$ cat config.mk
export PLATFORM = sky130hd
export DESIGN_NAME = mac_tile_dual
export DESIGN_NICKNAME = d
export VERILOG_FILES = /design/src/rtl/mac_tile_dual.sv
export SDC_FILE = /design/constraint.sdc
export NUM_CORES = 1
export LEC_CHECK = 0
export ABC_AREA = 1
export CORE_ASPECT_RATIO = 0.9
export CORE_MARGIN = 4
export CORE_UTILIZATION = 45
export CTS_BUF_LIST = sky130_fd_sc_hd__clkbuf_2 sky130_fd_sc_hd__clkbuf_4 sky130_fd_sc_hd__clkbuf_8
export DETAILED_ROUTE_END_ITERATION = 16
export GPL_ROUTABILITY_DRIVEN = 0
export SKIP_LAST_GASP = 1
export SLEW_MARGIN = 20
export SYNTH_ARGS = -nofsm -noshare
export SYNTH_HDL_FRONTEND = slang
export SYNTH_SLANG_ARGS = --single-unit
$ cat constraint.sdc
create_clock -name clk -period 5.2 [get_ports clk]
set_input_delay 0.52 -clock clk [delete_from_list [all_inputs] [get_ports clk]]
set_output_delay 0.52 -clock clk [all_outputs]
set_load 0.01 [all_outputs]
$ cat src/rtl/mac_tile_dual.sv
// Dual-mode systolic MAC tile: weight-stationary or output-stationary operation.
// Define MAC_TILE_SAT_EN to clamp additions to the signed psum range and raise acc_ovf.
module mac_tile_dual #(
  parameter int bw      = 4,
  parameter int psum_bw = 16
) (
  input  logic               clk,
  input  logic               reset,
  input  logic [bw-1:0]      in_w,
  input  logic [2:0]         inst_w,
  input  logic [psum_bw-1:0] in_n,
  input  logic               mode_select,
  output logic [bw-1:0]      out_e,
  output logic [2:0]         inst_e,
  output logic [psum_bw-1:0] out_s,
  output logic               valid_s,
  output logic               acc_ovf
);

  typedef enum logic [1:0] {IDLE, WS_RUN, OS_ACC, OS_DRAIN} state_t;

  state_t             state_q;
  logic [bw-1:0]      a_q, b_q, w_q;
  logic [psum_bw-1:0] c_q, acc_q;
  logic [2:0]         inst_q;
  logic               load_ready_q, pend_q, valid_q, ovf_q;

  logic signed [2*bw-1:0]    ws_prod_s, os_prod_s;
  logic signed [psum_bw-1:0] ws_ext_s, os_ext_s;
  logic [psum_bw:0]          ws_sum_s, os_sum_s;

  // Returns {overflow, sum}; overflow can only be set when saturation is built in.
  function automatic logic [psum_bw:0] add_chk(input logic signed [psum_bw-1:0] x,
                                               input logic signed [psum_bw-1:0] y);
`ifdef MAC_TILE_SAT_EN
    logic signed [psum_bw:0] s;
    s = (psum_bw+1)'(x) + (psum_bw+1)'(y);
    if (s[psum_bw] != s[psum_bw-1]) begin
      if (s[psum_bw]) add_chk = {1'b1, 1'b1, {(psum_bw-1){1'b0}}};
      else            add_chk = {1'b1, 1'b0, {(psum_bw-1){1'b1}}};
    end else begin
      add_chk = {1'b0, s[psum_bw-1:0]};
    end
`else
    logic signed [psum_bw-1:0] r;
    r = x + y;
    add_chk = {1'b0, r};
`endif
  endfunction

  assign ws_prod_s = $signed(a_q) * $signed(b_q);
  assign os_prod_s = $signed(a_q) * $signed(w_q);
  assign ws_ext_s  = psum_bw'(ws_prod_s);
  assign os_ext_s  = psum_bw'(os_prod_s);
  assign ws_sum_s  = add_chk($signed(c_q), ws_ext_s);
  assign os_sum_s  = add_chk($signed(acc_q), os_ext_s);

  assign out_e   = a_q;
  assign inst_e  = inst_q;
  assign valid_s = valid_q;
  assign acc_ovf = ovf_q;

  always_comb begin
    out_s = ws_sum_s[psum_bw-1:0];
    case (state_q)
      OS_ACC:   out_s = psum_bw'($signed(w_q));
      OS_DRAIN: out_s = acc_q;
      default:  out_s = ws_sum_s[psum_bw-1:0];
    endcase
  end

  always_ff @(posedge clk or posedge reset) begin
    if (reset) begin
      state_q      <= IDLE;
      a_q          <= '0;
      b_q          <= '0;
      w_q          <= '0;
      c_q          <= '0;
      acc_q        <= '0;
      inst_q       <= 3'b000;
      load_ready_q <= 1'b1;
      pend_q       <= 1'b0;
      valid_q      <= 1'b0;
      ovf_q        <= 1'b0;
    end else begin
      inst_q  <= {inst_w[2], inst_w[1], inst_w[0] & ~load_ready_q};
      valid_q <= 1'b0;
      pend_q  <= 1'b0;
      // A WS result flagged valid this cycle latches the sticky flag if it clamped.
      if (state_q == WS_RUN && valid_q && ws_sum_s[psum_bw]) ovf_q <= 1'b1;
      if (pend_q) begin
        acc_q <= os_sum_s[psum_bw-1:0];
        if (os_sum_s[psum_bw]) ovf_q <= 1'b1;
      end
      case (state_q)
        IDLE: begin
          if (!inst_w[2] && !mode_select && (inst_w[0] || inst_w[1])) begin
            state_q <= WS_RUN;
            if (inst_w[0] && load_ready_q) begin
              b_q          <= in_w;
              load_ready_q <= 1'b0;
            end
            if (inst_w[1]) begin
              a_q     <= in_w;
              c_q     <= in_n;
              valid_q <= 1'b1;
            end
          end else if (!inst_w[2] && mode_select && inst_w[1]) begin
            state_q <= OS_ACC;
            a_q     <= in_w;
            w_q     <= in_n[bw-1:0];
            pend_q  <= 1'b1;
          end
        end
        WS_RUN: begin
          if (inst_w[2]) begin
            state_q      <= IDLE;
            load_ready_q <= 1'b1;
          end else begin
            if (inst_w[0] && load_ready_q) begin
              b_q          <= in_w;
              load_ready_q <= 1'b0;
            end
            if (inst_w[1]) begin
              a_q     <= in_w;
              c_q     <= in_n;
              valid_q <= 1'b1;
            end
          end
        end
        OS_ACC: begin
          if (inst_w[2]) begin
            state_q <= OS_DRAIN;
            valid_q <= 1'b1;
          end else if (inst_w[1]) begin
            a_q    <= in_w;
            w_q    <= in_n[bw-1:0];
            pend_q <= 1'b1;
          end
        end
        OS_DRAIN: begin
          acc_q   <= '0;
          state_q <= IDLE;
        end
        default: state_q <= IDLE;
      endcase
    end
  end

endmodule

# After elaboration in Yosys (flattened, before gate mapping)
# Index checks and enable logic that the tools add are counted.
[op_classes]
n_mul = 2
muxes = 38
n_eq_ne = 13
add_sub_neg = 2
bitwise = 2
reduce_logical = 19
[ops]
columns = ["cell", "count"]
rows = [
  ["$mux W16", 5],
  ["$pmux W16 S2", 2],
  ["$mux W4", 11],
  ["$add A16 B8 Y16", 2],
  ["$pmux W4 S2", 3],
  ["$ne A2 B2 Y1 const B", 9],
  ["$mul A4 B4 Y8", 2],
  ["$mux W1", 9],
  ["$reduce_and A3 Y1", 3],
  ["$mux W2", 4],
  ["$pmux W2 S4", 1],
  ["$reduce_bool A2 Y1", 4],
  ["$logic_and A1 B1 Y1", 5],
  ["$reduce_and A5 Y1", 1],
  ["$eq A2 B2 Y1 const B", 2],
  ["$pmux W1 S2", 2],
  ["$ne A3 B3 Y1 const B", 1],
  ["$pmux W1 S3", 1],
  ["$eq A2 B1 Y1 const B", 1],
  ["$logic_not A1 Y1", 2],
  ["$logic_not A2 Y1", 1],
  ["$reduce_and A2 Y1", 1],
  ["$reduce_or A2 Y1", 1],
  ["$and A1 B1 Y1", 1],
  ["2 further kinds", 2],
]
[totals]
word_cells = 86
input_bits = 26
reg_bits = 52
output_inout_bits = 25

# Logic depth before layout (Yosys ltp)
# Gate-level depths: netlist of the first run.
[depth]
word_depth = 6
ltp_mapped = 20
mapped_depth_nobuf = 19

# Worst setup path before layout of the first run
# Ideal clock, no wire load.
[synth_path]
path_type = "register to output"
start = "register a_q[3] (netlist: out_e[3])"
end = "output port out_s[9]"
path_stages_with_launch = 16
arrival_time_ns = 3.437
required_time_ns = 4.680
path_slack_ns = 1.243
n_path_buf = 1
path_cell_list = "dfrtp_1 -> buf_2 -> nand2_1 -> inv_1 -> fa_1 -> inv_1 -> fa_1 -> fa_1 -> inv_1 -> ha_1 -> nand2_1 -> o21ai_0 -> nand2_1 -> nand3_1 -> nor2_1 -> o21bai_1"
[synth_via]
elab_chain_cells = 3
[synth_lines]
columns = ["item", "line_no", "text"]
rows = [
  ["start: declaration", "23", "logic [bw-1:0] a_q, b_q, w_q;"],
  ["start signal: assignment", "104", "a_q <= in_w;"],
  ["start signal: assignment", "110", "a_q <= in_w;"],
  ["start signal: assignment", "125", "a_q <= in_w;"],
  ["$mul A4 B4 Y8", "51", "assign ws_prod_s = $signed(a_q) * $signed(b_q);"],
  ["$add A16 B8 Y16", "46", "r = x + y;"],
  ["$pmux W16 S2", "65", "case (state_q)"],
  ["end: declaration", "15", "output logic [psum_bw-1:0] out_s,"],
]
# No other way between the ends.

# Worst setup path after layout of the first run
[layout_path]
start = "register b_q[0]"
end = "output port out_s[15]"
[layout_via]
elab_chain_cells = 3
[layout_lines]
columns = ["item", "line_no", "text"]
rows = [
  ["start: declaration", "23", ""],
  ["start signal: assignment", "100", "b_q <= in_w;"],
  ["start signal: assignment", "121", "b_q <= in_w;"],
  ["$mul A4 B4 Y8", "51", ""],
  ["$add A16 B8 Y16", "46", ""],
  ["$pmux W16 S2", "65", ""],
]
# No other way between the ends.

==> reports/summary.txt, run 1 <==
Element type at the critical path end -> output port
Largest net degree at the start of global routing -> 53
Total gr overflow -> 0
Synth top area cells -> dfrtp_1 20%, fa_1 19%, nand2_1 15%, inv_1 14%, ha_1 14%
# fillers -> 1,428
Post-route ant nets -> 0
Clock Skews -> 6.01 ps
GR Util met2 -> 0.317
Synth unique cells -> 37
Flop2flop setup slack -> 910 ps
Avg Inst Size Synth -> 7.13 um2
Post-Synth XOR/XNOR Area -> 0.00820
Setup TNS -> 0 ps
Largest family of logic cells by synthesized area -> adder cells
Skew-Pair Late Insertion Delay -> 320 ps
Minimum clock period after layout -> 4890 ps
Simple-gate share of the synthesized area -> 0.235
Antenna violations before repair -> 0
Min-delay worst type -> flop to flop
Commonest non-fill, non-tap cell in the layout -> nand2_1
Initial cell density of the core -> 0.458
Area of the multi-input gates -> 4150 um2
Synthesized cell area -> 6410 um2
Clock tree from TritonCTS -> done
DRC viols -> 0
Register area share after synthesis -> 0.203
CP Launch Type -> flop
HPWL after DPL -> 12.3 mm
Tot GR Track Use -> 0.202
Seq cells post-synth -> 52
Cts bufs inserted -> 5
Max clock buf depth -> 2
Least-Margin Pin Slew -> 698 ps
Max cap viols -> 0
Pre-CTS WS -> 470 ps
Synth Area in Compound Gates -> 0.0716
Antenna cell count -> 0
Fin crit share -> 0.940
Post-cts hold buffer count -> 0
# H-tree levels -> 2
Hold Fails Final Rpt -> 0
# IOs -> 51
Final Max Tran Viols -> 0
Met1 Use GR -> 0.307
Vias/cell -> 4.71
Final wirelength -> 15.0 mm
Worst-path clk slew -> 100 ps
CTS sink count -> 52
Final WS setup -> 313 ps
Top_reg_cell synth -> dfrtp_1
Status -> finished, final reports clean
Core Footprint -> 14,000 um2
Maximum clock rate -> 0.205 GHz
Area leader, netlist -> dfrtp_1
WP data required -> 4680 ps
CP Data Arrival Time -> 4370 ps
YS warnings -> 0
Die Y-Extent -> 121 um
First-pass GRT wire length -> 26.7 mm
Starting DRC count in detailed routing -> 297
Layout Nets -> 1,106
Final setup viols -> 0
Root Buffer -> clkbuf_8
Gr busiest metal -> met2
Post-synth EDFFs -> 0
Critical path peak fanout -> 6
Most frequent cells in the layout -> 260 x nand2_1, 242 x inv_1, 68 x ha_1, 60 x fa_1, 50 x dfrtp_1
Share of post-route cells with drive strength above 1 -> 0.0421
Sequential Area -> 1300 um2
Number of port buffers -> 49
Crit path kind -> flop to output port
Post-synthesis mux area share -> 0.00527
Gate Count Post-Synth -> 899
Die Wd -> 134 um
Syn_nets -> 1,055
Met3 usage -> 0.0253
Drt pass-1 iters -> 5
Unrepaired setup endpoints after global routing -> true
Fraction of registers with async set/reset -> 1.00
Top-area cell type share of the netlist area -> 0.199
Slew headroom -> 0.535
Wire length per cell -> 13.1 um
Post-Synth Adder-Cell Area -> 0.324
Vias -> 5,391
Vias in the first global route -> 5,414
# rows -> 41
Die area -> 16,200 um2
Area Overhead vs Synth -> 13.1%
-- Yosys cell counts, types with 4 or more instances --
cell      instances
fa_1             60
o21ai_0          37
ha_1             70
nand4_1           7
clkbuf_1          7
o22ai_1           4
nand2_1         261
nor2_1           46
nand3_1          43
dfrtp_1          51
inv_1           244
a21oi_1          23
o21bai_1          5
-- logic make-up after synthesis --
logic type               after synthesis
AND/OR/NAND/NOR                      369
buffers and inverters                257
adder cells (fa/ha/maj)              130
AO/OA/AOI/OAI                         81
flip-flops                            52
XOR/XNOR                               6
multiplexers                           3
other                                  1
-- per-stage QoR --
stage               instance area (um2)  hold WS [ps]  cells   util
floorplan                          6410           455    899      -
global placement                   7110           475   1132  0.507
detailed placement                 7110           479   1132  0.507
CTS                                7200           500   1140  0.514
global route                       7250           513   1144  0.518
finish                             7250           494   1144  0.518
-- path summary, 6_finish.rpt --
check	start	endpoint	cells after the start
worst max-delay path	b_q[0]	out_s[15]	18
worst min-delay path	load_ready_q	load_ready_q	2
worst max register to register	out_e[3]	acc_q[11]	18
worst min register to register	load_ready_q	load_ready_q	2
max in group asynchronous	reset	out_e[3]	3
min in group asynchronous	reset	acc_q[1]	3
-- per-layer routing --
| layer | part of all wire | up-vias |
|---|---|---|
| met5 | 0 | - |
| met4 | 0.0056 | 0 |
| met3 | 0.040 | 7 |
| met2 | 0.43 | 91 |
| met1 | 0.53 | 2505 |
| li1 | - | 2788 |
-- worst max-delay path: stages, from the launching register on --
cell and delay, ps:
dfrtp_1 450, nand2_1 160, clkinvlp_4 150, buf_4 160, buf_4 130, ha_1 290
fa_1 540, inv_1 50, fa_1 470, inv_1 40, ha_1 370, nand2_1 110
nor2_1 150, and2_1 150, nand2_1 80, nand3_1 90, nand3_1 60, nand2_1 70
clkdlybuf4s50_1 540
-- flip-flops by register name, summed over array words and instances, names as in the netlist --
signal	flops
acc_q	16
b_q	4
c_q	16
inst_e	3
load_ready_q	1
out_e	4
pend_q	1
state_q	2
valid_s	1
w_q	4
-- cell type report --
type                            instances  area share
Clock inverter                          3     0.00293
Tap cell                              193      0.0333
Timing Repair Buffer                   56      0.0749
Sequential cell                        52       0.180
Inverter                              245       0.127
Multi-Input combinational cell        590       0.572
Clock buffer                            5     0.00949
-- timing repair --
action                     4_1_cts  5_1_grt
buffers inserted                 0        4
resized for setup                0        9
setup endpoints to repair        0       11
Power of run 1 is left out: the tool's default activity adds up to more than one toggle a clock period on the data nets, which glitch-free logic cannot reach.
==> inputs of run 2 (changes only) <==
--- a/config.mk
+++ b/config.mk
@@ -12,6 +12,7 @@
 export CTS_BUF_LIST = sky130_fd_sc_hd__clkbuf_2 sky130_fd_sc_hd__clkbuf_4 sky130_fd_sc_hd__clkbuf_8
 export DETAILED_ROUTE_END_ITERATION = 16
 export GPL_ROUTABILITY_DRIVEN = 0
+export HOLD_SLACK_MARGIN = 0.15
 export SKIP_LAST_GASP = 1
 export SLEW_MARGIN = 20
 export SYNTH_ARGS = -nofsm -noshare
==> results of run 2 <==
The final DEF is identical to that of run 1; final timing and power are the same.
Power of run 2 is left out for the same reason.
==> inputs of run 3 (changes only) <==
--- a/config.mk
+++ b/config.mk
@@ -6,6 +6,7 @@
 export NUM_CORES = 1
 export LEC_CHECK = 0
 export ABC_AREA = 1
+export CAP_MARGIN = 10
 export CORE_ASPECT_RATIO = 0.9
 export CORE_MARGIN = 4
 export CORE_UTILIZATION = 45
==> results of run 3 <==
The final DEF is identical to that of run 1; final timing and power are the same.
Power of run 3 is left out for the same reason.
